==> config.mk <==
export PLATFORM = sky130hd
export DESIGN_NAME = pipe_skid_stage
export DESIGN_NICKNAME = d
export VERILOG_FILES = /design/src/rtl/pipe_pkg.sv /design/src/rtl/pipe_entry_reg.sv /design/src/rtl/pipe_skid_stage.sv
export SDC_FILE = /design/constraint.sdc
export NUM_CORES = 1
export LEC_CHECK = 0
export CAP_MARGIN = 20
export CELL_PAD_IN_SITES_DETAIL_PLACEMENT = 1
export CELL_PAD_IN_SITES_GLOBAL_PLACEMENT = 2
export CORE_MARGIN = 4
export CORE_UTILIZATION = 34
export CTS_CLUSTER_SIZE = 20
export DETAILED_ROUTE_END_ITERATION = 8
export GPL_TIMING_DRIVEN = 0
export PLACE_DENSITY_LB_ADDON = 0.1
export SLEW_MARGIN = 15
export SYNTH_ARGS = -nofsm -noshare
export SYNTH_HDL_FRONTEND = slang
export SYNTH_SLANG_ARGS = --single-unit
export TNS_END_PERCENT = 10
==> constraint.sdc <==
create_clock -name clk -period 3.5 [get_ports clk]
set_input_delay 0.35 -clock clk [delete_from_list [all_inputs] [get_ports clk]]
set_output_delay 0.35 -clock clk [all_outputs]
set_load 0.05 [all_outputs]
==> src/rtl/pipe_pkg.sv <==
// Shared types and constants for the LC-3b pipeline stage registers.
// Enum ordinals double as entry counts, so the state register can drive occupancy directly.
package pipe_pkg;

  typedef enum logic [1:0] {
    EMPTY = 2'd0,
    HALF  = 2'd1,
    FULL  = 2'd2
  } skid_state_t;

  localparam int PIPE_WIDTH = 16;

  // BR with no condition bits set never branches, so all-zero is a safe bubble.
  localparam logic [PIPE_WIDTH-1:0] LC3B_NOP = 16'h0000;

endpackage

==> src/rtl/pipe_entry_reg.sv <==
// One payload register of the skid stage: loads only when told to, resets to the NOP word.
module pipe_entry_reg #(
  parameter int               WIDTH     = 16,
  parameter logic [WIDTH-1:0] NOP_VALUE = '0
) (
  input  logic             clk,
  input  logic             reset_n,
  input  logic             load,
  input  logic [WIDTH-1:0] d,
  output logic [WIDTH-1:0] q
);

  always_ff @(posedge clk or negedge reset_n) begin
    if (!reset_n) begin
      q <= NOP_VALUE;
    end else if (load) begin
      q <= d;
    end
  end

endmodule

==> src/rtl/pipe_skid_stage.sv <==
// Two-entry skid-buffer pipeline register with valid/ready on both sides and synchronous flush.
// in_ready comes from a flop so downstream backpressure never ripples combinationally upstream.
module pipe_skid_stage
  import pipe_pkg::*;
#(
  parameter int               WIDTH     = PIPE_WIDTH,
  parameter logic [WIDTH-1:0] NOP_VALUE = WIDTH'(LC3B_NOP)
) (
  input  logic             clk,
  input  logic             reset_n,
  input  logic             flush,
  input  logic             in_valid,
  output logic             in_ready,
  input  logic [WIDTH-1:0] in_data,
  output logic             out_valid,
  input  logic             out_ready,
  output logic [WIDTH-1:0] out_data,
  output logic [1:0]       occupancy
);

  skid_state_t      state_q;
  skid_state_t      state_d;
  logic             in_ready_q;
  logic             in_ready_d;
  logic             push;
  logic             pop;
  logic             head_load;
  logic             skid_load;
  logic [WIDTH-1:0] head_d;
  logic [WIDTH-1:0] head_q;
  logic [WIDTH-1:0] skid_q;

  always_ff @(posedge clk or negedge reset_n) begin
    if (!reset_n) begin
      state_q    <= EMPTY;
      in_ready_q <= 1'b1;
    end else begin
      state_q    <= state_d;
      in_ready_q <= in_ready_d;
    end
  end

  // Flush wins over everything; the head is refilled from the skid so order stays FIFO.
  always_comb begin
    state_d   = state_q;
    head_load = 1'b0;
    skid_load = 1'b0;
    head_d    = in_data;
    push      = in_valid & in_ready_q;
    pop       = (state_q != EMPTY) & out_ready;

    if (flush) begin
      state_d = EMPTY;
    end else begin
      unique case (state_q)
        EMPTY: begin
          if (push) begin
            state_d   = HALF;
            head_load = 1'b1;
          end
        end
        HALF: begin
          if (push && pop) begin
            head_load = 1'b1;
          end else if (push) begin
            state_d   = FULL;
            skid_load = 1'b1;
          end else if (pop) begin
            state_d = EMPTY;
          end
        end
        FULL: begin
          if (pop) begin
            state_d   = HALF;
            head_load = 1'b1;
            head_d    = skid_q;
          end
        end
        default: begin
          state_d = EMPTY;
        end
      endcase
    end

    in_ready_d = (state_d != FULL);
  end

  pipe_entry_reg #(
    .WIDTH    (WIDTH),
    .NOP_VALUE(NOP_VALUE)
  ) u_head (
    .clk    (clk),
    .reset_n(reset_n),
    .load   (head_load),
    .d      (head_d),
    .q      (head_q)
  );

  pipe_entry_reg #(
    .WIDTH    (WIDTH),
    .NOP_VALUE(NOP_VALUE)
  ) u_skid (
    .clk    (clk),
    .reset_n(reset_n),
    .load   (skid_load),
    .d      (in_data),
    .q      (skid_q)
  );

  assign in_ready  = in_ready_q;
  assign out_valid = (state_q != EMPTY);
  assign out_data  = (state_q == EMPTY) ? NOP_VALUE : head_q;
  assign occupancy = state_q;

endmodule

==> impl_metrics.py, run 1 <==
metrics = {
    "cells_and_area": {
        "area_grow_syn2layout_pct": 35.3,
        "antenna-diode-count": 0,
        "drive_gt1_share_pct": 16.8,
        "num-nets-final": 210,
        "finish.utilization_pct": 47.6,
    },
    "clocking": {
        "cts_max_path_buffers": 2,
        "cts_tree": "built",
        "clk_pin_slew_worst_paths_ns": 0.07,
        "clock_sinks": 35,
        "insertion_delay_ns": 0.28,
        "htreeDepth": 2,
        "cts.repair.resized": 0,
        "ctsRootBufferMaster": "sky130_fd_sc_hd__clkbuf_8",
        "tritoncts.num_buffers": 5,
    },
    "synthesis": {
        "synth_seq_area_share_pct": 52.4,
        "synth_top_cell_by_area": "sky130_fd_sc_hd__dfrtp_1",
        "syn_area_per_cell_um2": 12.0,
        "synth_xor_xnor_area_share_pct": 0,
        "synthAdderAreaFrac_pct": 0,
        "synth_simple_gate_area_share_pct": 14.1,
        "ys.warnings.count": 0,
        "number_of_synthesized_register_bits": 35,
        "synthMuxAreaShare_pct": 22.6,
        "ys_top_cells_by_area": "sky130_fd_sc_hd__dfrtp_1 (51%), sky130_fd_sc_hd__mux2i_1 (9.6%), sky130_fd_sc_hd__mux2_4 (9.0%)",
        "syn-instance-count": 140,
        "mappedNetlistArea_um2": 1670,
        "combinational_family_with_the_most_area_after_synthesis": "multiplexers",
        "synth-compound-area-share_pct": 6.65,
        "synth_top_area_share_pct": 50.8,
        "mappedNetlistNets": 161,
        "synthDistinctLibCells": 24,
    },
    "route": {
        "first_iter_violations": 22,
        "route.final.wire_length_um": 4090,
        "route.top_layer_used": "met4",
        "met2_wirelength_um": 2100,
        "met1_length_um": 1760,
        "met3RoutedLength_um": 183,
        "routed_wire_length_per_instance_um": 15.9,
        "drt_first_pass_iters": 2,
        "avgViaCountPerCell": 4.73,
        "postRouteAntennaNets": 0,
        "final_routed_drc_violation_total": 0,
        "via_count": 1215,
    },
    "sta": {
        "tns_ns": 0,
        "tightest_slew_ns": 0.633,
        "min_period_over_period_pct": 83.2,
        "maxClockFrequency_ghz": 0.344,
        "hold_violations": 0,
        "hold_ws_ns": 0.393,
        "final_period_minus_worst_setup_slack_ns": 2.91,
        "setup_viol": 0,
        "slew_viol_final": 0,
        "slew_headroom_pct": 57.6,
        "worst_clock_skew_ns": 0.00280,
        "rsz_0062_raised_after_global_routing": "false",
    },
    "global_routing": {
        "grtUsageTotal_pct": 14.4,
        "global_route_wire_length_before_repair_um": 6850,
        "largest_net_degree_at_the_start_of_global_routing": 35,
        "globalRouteOverflowTotal": 0,
        "antenna_violations_before_repair": 0,
        "grt_pass1_vias": 1349,
    },
    "run": {
        "maxCapViolCount": 0,
    },
    "worst_setup_path": {
        "endpoint_kind": "output pin",
        "path_class": "reg -> out",
        "worst_ep_arrival_time_ns": 2.56,
        "required_ns": 3.15,
        "worstSetupStartpointType": "register",
        "cp_max_fo": 10,
    },
    "pwr": {
        "clkPwrFrac_pct": 23.5,
        "power_switching_share_pct": 31.9,
        "power.share.combinational_pct": 30.3,
        "vdd_ir_drop_max_mv": 0.208,
        "total_switching_power_mw": 0.380,
        "power.static_leakage_nw": 0.932,
        "powerDensity_nw_per_um2": 526,
        "power.internal_mw": 0.812,
        "power.sequential.fraction_pct": 46.2,
    },
    "hold_path": {
        "hold_path.class": "in -> async",
    },
    "status": {
        "run_status": "completed",
    },
    "placement": {
        "globalplace.congestion": 0.680,
        "portBuffers": 40,
        "dp.final_hpwl_um": 2930,
    },
    "die": {
        "core_um2": 4750,
        "pin_count": 41,
        "placementRows": 25,
        "chipWidth_um": 78.2,
        "die_h_um": 78.2,
        "floorplan.initialDensity_pct": 35.2,
        "dieArea_um2": 6110,
    },
}
==> cell type report <==
cell class                      instances  area, um^2
Buffer                                  8        63.8
Multi-Input combinational cell         95         726
Clock buffer                            7        76.3
Sequential cell                        35         877
Timing Repair Buffer                   42         425
Fill cell                             529        2490
Clock inverter                          1        5.00
Inverter                                2        7.51
Tap cell                               67        83.8
==> logic make-up after synthesis <==
logic type             Yosys count
buffers and inverters           10
flip-flops                      35
AO/OA/AOI/OAI                   20
AND/OR/NAND/NOR                 43
multiplexers                    32
==> power by group through the flow <==
stage / Combinational [mW] / Clock (mW) / Sequential (mW)
floorplan: 0.242 / 0 / 0.547
global placement: 0.352 / 0 / 0.550
detailed placement: 0.365 / 0 / 0.557
CTS: 0.367 / 0.293 / 0.551
global route: 0.388 / 0.309 / 0.565
finish: 0.361 / 0.280 / 0.551
==> layer usage <==
layer	global-route usage, %	up-vias
met2	25.3	23
met1	17.3	609
met3	3.90	5
met4	4.20	0
met5	0	-
li1	-	578
==> metrics by stage <==
step | power (mW) | std cells | worst slack [ns] | area (um^2)
detailed placement | 0.923 | 248 | 0.853 | 2170
finish | 1.19 | 257 | 0.589 | 2260
global placement | 0.902 | 247 | 0.896 | 2160
floorplan | 0.789 | 140 | 1.30 | 1670
global route | 1.26 | 257 | 0.354 | 2260
CTS | 1.21 | 257 | 0.538 | 2260
==> worst paths after layout <==
kind                            slack [ns]         start  depth (start not counted)            to
worst max-delay path                  0.59  occupancy[1]                          4   out_data[6]
worst min-delay path                  0.39       reset_n                          2   u_skid.q[2]
worst max register to register        1.62  occupancy[0]                          6  u_head.q[14]
worst min register to register        0.51   u_skid.q[8]                          1   u_skid.q[8]
max in group asynchronous             2.66       reset_n                          3      in_ready
min in group clk                      0.51   u_skid.q[8]                          1   u_skid.q[8]
==> cell usage after synthesis <==
master / count
sky130_fd_sc_hd__or3_1: 1
sky130_fd_sc_hd__a21oi_1: 16
sky130_fd_sc_hd__nand3_1: 1
sky130_fd_sc_hd__nand3b_1: 2
sky130_fd_sc_hd__a31oi_1: 2
sky130_fd_sc_hd__inv_1: 2
sky130_fd_sc_hd__nand4b_1: 2
sky130_fd_sc_hd__mux2i_1: 16
sky130_fd_sc_hd__nand2_1: 1
sky130_fd_sc_hd__a21o_2: 1
sky130_fd_sc_hd__mux2_2: 6
sky130_fd_sc_hd__a211o_2: 1
sky130_fd_sc_hd__mux2_4: 10
sky130_fd_sc_hd__buf_6: 2
sky130_fd_sc_hd__buf_12: 1
sky130_fd_sc_hd__nor2_1: 17
sky130_fd_sc_hd__nor2b_1: 16
sky130_fd_sc_hd__nor3b_1: 1
sky130_fd_sc_hd__nand4bb_1: 1
sky130_fd_sc_hd__dfrtp_1: 34
sky130_fd_sc_hd__nand2b_1: 1
sky130_fd_sc_hd__buf_2: 2
sky130_fd_sc_hd__dfstp_2: 1
sky130_fd_sc_hd__clkbuf_1: 3
==> worst max-delay path, stage by stage (launching register included) <==
cell and delay [ns]:
sky130_fd_sc_hd__dfrtp_1 0.45, sky130_fd_sc_hd__nor2_1 0.52, sky130_fd_sc_hd__clkbuf_1 0.46, sky130_fd_sc_hd__nor2b_1 0.12, sky130_fd_sc_hd__clkdlybuf4s50_1 0.72
==> layout by cell type (no fill, tap or decap), drive strengths merged, types with 7 or more instances in the layout <==
cell type and instances:
mux2i 16, clkbuf 10, nor2b 16, mux2 16
clkdlybuf4s50 39, dfrtp 34, a21oi 16, buf 7
nor2 17
==> state kept, by name, summed over array words and instances, names as in the netlist <==
register,count
u_head.q,16
u_skid.q,16
in_ready,1
occupancy,2
==> timing repair <==
| action | in CTS | in global routing |
|---|---|---|
| buffers inserted | 0 | 0 |
| hold buffers | 1 | 0 |
| setup endpoints to repair | 0 | 0 |
| endpoints found under the hold margin | 1 | 0 |
No activity file was read; power rests on OpenSTA's default activity.
==> inputs of run 2 (changes only) <==
--- a/config.mk
+++ b/config.mk
@@ -9,7 +9,7 @@
 export CELL_PAD_IN_SITES_DETAIL_PLACEMENT = 1
 export CELL_PAD_IN_SITES_GLOBAL_PLACEMENT = 2
 export CORE_MARGIN = 4
-export CORE_UTILIZATION = 34
+export CORE_UTILIZATION = 31
 export CTS_CLUSTER_SIZE = 20
 export DETAILED_ROUTE_END_ITERATION = 8
 export GPL_TIMING_DRIVEN = 0
==> constraint.sdc (replaced) <==
create_clock -name clk -period 2.9 [get_ports clk]
set_input_delay 0.29 -clock clk [delete_from_list [all_inputs] [get_ports clk]]
set_output_delay 0.29 -clock clk [all_outputs]
set_load 0.05 [all_outputs]
==> run 2 against run 1 <==
Against the previous run:
- non-clock buffer count is the same
- clock power grew 37%
- register-to-register slack lost 0.53 ns
- final cell count grew 1.2%
==> impl_metrics.py, run 2 (synthesis results as in run 1) <==
metrics = {
    "status": {
        "run_status": "completed",
    },
    "sta": {
        "setup_viol": 0,
        "slew_headroom_pct": 65.3,
        "slew_viol_final": 0,
        "hold_violations": 0,
        "tightest_slew_ns": 0.519,
        "maxClockFrequency_ghz": 0.381,
        "smallest_setup_slack_after_layout_ns": 0.278,
        "worst_clock_skew_ns": 0.00364,
        "min_period_over_period_pct": 90.4,
        "rsz_0062_raised_after_global_routing": "false",
        "final_period_minus_worst_setup_slack_ns": 2.62,
        "tns_ns": 0,
    },
    "clocking": {
        "cts_tree": "built",
        "cts_max_path_buffers": 2,
        "htreeDepth": 2,
        "clock_sinks": 35,
        "clk_pin_slew_worst_paths_ns": 0.07,
        "tritoncts.num_buffers": 5,
        "insertion_delay_ns": 0.28,
        "ctsRootBufferMaster": "sky130_fd_sc_hd__clkbuf_8",
    },
    "hold_path": {
        "hold_path.class": "in -> async",
    },
    "route": {
        "route.final.wire_length_um": 4050,
        "routed_wire_length_per_instance_um": 15.6,
        "postRouteAntennaNets": 0,
        "first_iter_violations": 29,
        "avgViaCountPerCell": 4.69,
        "via_count": 1219,
        "drt_first_pass_iters": 2,
        "final_routed_drc_violation_total": 0,
    },
    "cells_and_area": {
        "area_grow_syn2layout_pct": 36.8,
        "drive_gt1_share_pct": 17.9,
        "stdcell_area_um2": 2290,
        "antenna-diode-count": 0,
        "num-nets-final": 210,
        "highest_count_cells_in_the_layout_ignoring_fill_and_taps": "sky130_fd_sc_hd__clkdlybuf4s50_1 (39), sky130_fd_sc_hd__dfrtp_1 (34)",
        "leading_cell_type_in_the_layout_fill_and_taps_excluded": "sky130_fd_sc_hd__clkdlybuf4s50_1",
    },
    "placement": {
        "post_dp_cell_area_um2": 2180,
        "dp.final_hpwl_um": 2940,
        "dpl_worst_slack_ns": 0.355,
        "portBuffers": 40,
        "globalplace.congestion": 0.727,
    },
    "die": {
        "core_um2": 5170,
        "die_h_um": 81.5,
        "placementRows": 26,
        "chipWidth_um": 81.5,
        "pin_count": 41,
        "floorplan.initialDensity_pct": 32.4,
        "dieArea_um2": 6640,
    },
    "pwr": {
        "power.internal_mw": 1.03,
        "power.static_leakage_nw": 0.942,
        "power.share.combinational_pct": 29.4,
        "powerDensity_nw_per_um2": 647,
        "clkPwrFrac_pct": 25.8,
        "vdd_ir_drop_max_mv": 0.243,
        "power.sequential.fraction_pct": 44.8,
        "power_switching_share_pct": 30.6,
        "total_switching_power_mw": 0.453,
    },
    "worst_setup_path": {
        "category_of_cells_accounting_for_the_largest_share_of_critical_path_delay": "buffers and inverters",
        "crit_path_cell_trace": "nor2_2 > clkbuf_1 > nor2b_1 > clkdlybuf4s50_1",
        "critPathSlowestCell": "sky130_fd_sc_hd__clkdlybuf4s50_1",
        "path_class": "reg -> out",
        "worst_ep_arrival_time_ns": 2.33,
        "required_ns": 2.61,
        "ff2ff_setup_slack_ns": 1.09,
        "worst-path-buf-inv": 2,
        "endpoint_kind": "output pin",
        "max_stage_delay_on_crit_path_ns": 0.73,
        "worstSetupStartpointType": "register",
        "cp_max_fo": 10,
    },
    "global_routing": {
        "grt_pass1_vias": 1382,
        "largest_net_degree_at_the_start_of_global_routing": 34,
        "grtUsageTotal_pct": 13.6,
        "globalRouteOverflowTotal": 0,
        "global_route_wire_length_before_repair_um": 6750,
        "antenna_violations_before_repair": 0,
    },
    "run": {
        "maxCapViolCount": 0,
    },
}
[run 2: final timing paths]
path                         startpoint           end  cells past startpoint
min in group clk            u_skid.q[9]   u_skid.q[9]                      1
max in group asynchronous       reset_n      in_ready                      3
max                        occupancy[0]  out_data[13]                      4
max reg2reg                occupancy[0]   u_head.q[9]                      4
min                             reset_n   u_skid.q[5]                      2
min reg2reg                 u_skid.q[9]   u_skid.q[9]                      1
[run 2: per-layer routing]
layer	share of wire [%]	routed length (um)	up-vias	track usage, %
li1	-	-	579	-
met1	44	1780	608	16.1
met2	49	1990	26	23.2
met3	5.5	222	6	4.82
met4	1.2	48	0	4.05
met5	0	0	-	0
[run 2: cell type report]
type                    count  area (um^2)
plain buffers               8         63.8
clock buffers               8          100
fillers                   558         2880
inverters                   2         7.51
multi-input cells          95          728
flip-flops and latches     35          877
well taps                  70         87.6
repair buffers             42          425
[run 2: metrics by stage]
stage | total power [mW] | std cells | hold slack, ns | utilization (%)
after floorplan | 0.952 | 140 | -0.00559 | -
after global placement | 1.09 | 250 | 0.486 | 41.8
after detailed placement | 1.11 | 251 | 0.105 | 42.1
after CTS | 1.51 | 260 | 0.329 | 44.2
after global routing | 1.58 | 260 | 0.348 | 44.3
final | 1.48 | 260 | 0.340 | 44.3
[run 2: repair_timing]
action,4_1_cts,5_1_grt
setup buffers,0,0
hold endpoints to repair,2,0
hold buffers,1,0
gates resized for setup,0,1
setup endpoints to repair,0,10
[run 2: power groups by stage]
| stage | Sequential, mW | Clock, mW | Combinational [mW] |
|---|---|---|---|
| final | 0.663 | 0.383 | 0.436 |
| after global routing | 0.675 | 0.433 | 0.469 |
| after CTS | 0.663 | 0.401 | 0.444 |
| after detailed placement | 0.672 | 0 | 0.440 |
| after global placement | 0.663 | 0 | 0.426 |
| after floorplan | 0.660 | 0 | 0.292 |
==> inputs of run 3 (changes only) <==
--- a/config.mk
+++ b/config.mk
@@ -13,7 +13,7 @@
 export CTS_CLUSTER_SIZE = 20
 export DETAILED_ROUTE_END_ITERATION = 8
 export GPL_TIMING_DRIVEN = 0
-export PLACE_DENSITY_LB_ADDON = 0.1
+export PLACE_DENSITY_LB_ADDON = 0.12
 export SLEW_MARGIN = 15
 export SYNTH_ARGS = -nofsm -noshare
 export SYNTH_HDL_FRONTEND = slang
==> run 3 against run 2 <==
Against the previous run:
- clock power down 11%
- critical endpoint is now out_data[12]
- worst setup slack worse by 0.050 ns
- total power down 2.9%
- largest cell class unchanged
==> impl_metrics.py, run 3 (synthesis results as in run 1) <==
metrics = {
    "clocking": {
        "clock_sinks": 35,
        "cts_setup_buffers": 0,
        "htreeDepth": 2,
        "tritoncts.num_buffers": 5,
        "ctsRootBufferMaster": "sky130_fd_sc_hd__clkbuf_8",
        "cts_tree": "built",
        "insertion_delay_ns": 0.29,
        "clk_pin_slew_worst_paths_ns": 0.07,
        "cts_max_path_buffers": 2,
    },
    "global_routing": {
        "global_route_wire_length_before_repair_um": 6800,
        "antenna_violations_before_repair": 0,
        "grtUsageTotal_pct": 13.8,
        "largest_net_degree_at_the_start_of_global_routing": 26,
        "globalRouteOverflowTotal": 0,
        "grt_pass1_vias": 1356,
    },
    "route": {
        "final_routed_drc_violation_total": 0,
        "avgViaCountPerCell": 4.67,
        "routed_wire_length_per_instance_um": 15.3,
        "via_count": 1215,
        "route.final.wire_length_um": 3990,
        "postRouteAntennaNets": 0,
        "drt_first_pass_iters": 4,
        "first_iter_violations": 34,
    },
    "die": {
        "floorplan.initialDensity_pct": 32.4,
        "dieArea_um2": 6640,
        "chipWidth_um": 81.5,
        "pin_count": 41,
        "placementRows": 26,
        "die_h_um": 81.5,
        "core_um2": 5170,
    },
    "sta": {
        "hold_ws_ns": 0.427,
        "hold_violations": 0,
        "final_period_minus_worst_setup_slack_ns": 2.67,
        "tns_ns": 0,
        "worst_clock_skew_ns": 0.00499,
        "rsz_0062_raised_after_global_routing": "false",
        "setup_viol": 0,
        "slew_viol_final": 0,
        "smallest_setup_slack_after_layout_ns": 0.228,
        "maxClockFrequency_ghz": 0.374,
        "slew_headroom_pct": 65.1,
        "min_period_over_period_pct": 92.1,
        "tightest_slew_ns": 0.522,
    },
    "cells_and_area": {
        "final-instance-count-excl-fill": 260,
        "num-nets-final": 210,
        "antenna-diode-count": 0,
        "drive_gt1_share_pct": 17.4,
        "leading_cell_type_in_the_layout_fill_and_taps_excluded": "sky130_fd_sc_hd__clkdlybuf4s50_1",
        "finish.utilization_pct": 43.9,
        "stdcell_area_um2": 2270,
        "area_grow_syn2layout_pct": 35.7,
        "highest_count_cells_in_the_layout_ignoring_fill_and_taps": "sky130_fd_sc_hd__clkdlybuf4s50_1 (39), sky130_fd_sc_hd__dfrtp_1 (34)",
    },
    "placement": {
        "numPlacedInstances": 251,
        "portBuffers": 40,
        "dp.final_hpwl_um": 2830,
        "dpl_worst_slack_ns": 0.354,
        "globalplace.congestion": 0.701,
        "post_dp_cell_area_um2": 2180,
    },
    "pwr": {
        "power.static_leakage_nw": 0.933,
        "powerDensity_nw_per_um2": 633,
        "fin_total_pwr_mw": 1.44,
        "vdd_ir_drop_max_mv": 0.216,
    },
    "status": {
        "run_status": "completed",
    },
    "worst_setup_path": {
        "critPathSlowestCell": "sky130_fd_sc_hd__clkdlybuf4s50_1",
        "r2r.worst_path.cells": 4,
        "crit-reg2reg-launch": "in_ready",
        "worst_ep_arrival_time_ns": 2.38,
        "worstSetupStartpointType": "register",
        "cp_max_fo": 10,
        "r2r-end": "u_head.q[12]",
        "max_stage_delay_on_crit_path_ns": 0.72,
        "required_ns": 2.61,
        "endpoint_kind": "output pin",
        "crit_path_cell_trace": "nor2_2 > clkbuf_1 > nor2b_1 > clkdlybuf4s50_1",
        "ff2ff_setup_slack_ns": 1.08,
        "path_class": "reg -> out",
    },
    "run": {
        "maxCapViolCount": 0,
    },
    "hold_path": {
        "hold_path.class": "in -> async",
    },
}
==> run 3: what timing repair did <==
action,CTS,global route
gates resized for setup,0,1
hold buffers,1,0
setup endpoints to repair,0,10
endpoints found under the hold margin,9,0
==> run 3: per-layer routing <==
metal	part of all wire, %	GRT usage, %	wire length [um]	vias up
met5	0	0	0	-
met4	1.8	5.57	72	0
met3	5.5	3.84	219	7
met2	46	21.5	1840	28
met1	47	17.9	1850	600
li1	-	-	-	580
==> run 3: how the worst max path moves through the flow <==
stage | endpoint | from
final | out_data[12] | occupancy[0]
after global routing | out_data[9] | occupancy[1]
after CTS | out_data[12] | occupancy[0]
after detailed placement | out_data[12] | occupancy[0]
after global placement | out_data[12] | occupancy[0]
after floorplan | out_data[10] | occupancy[1]
==> run 3: power by group <==
part | total (mW) | switching (mW) | internal (mW)
clock network | 0.340 | 0.172 | 0.168
logic | 0.436 | 0.227 | 0.208
registers | 0.662 | 0.0592 | 0.603
total | 1.44 | 0.458 | 0.980
==> run 3: critical path, delay by kind of cell (launching register included) <==
| family | cells | cell delay (ns) |
|---|---|---|
| flip-flops | 1 | 0.45 |
| buffers and inverters | 2 | 1.15 |
| AND/OR/NAND/NOR | 2 | 0.49 |
==> run 3: final cells by class <==
cell class	instances	area (um^2)
Clock buffer	7	76.3
Sequential cell	35	877
Inverter	2	7.51
Fill cell	561	2900
Buffer	8	63.8
Clock inverter	1	5.00
Tap cell	70	87.6
Timing Repair Buffer	42	425
Multi-Input combinational cell	95	728
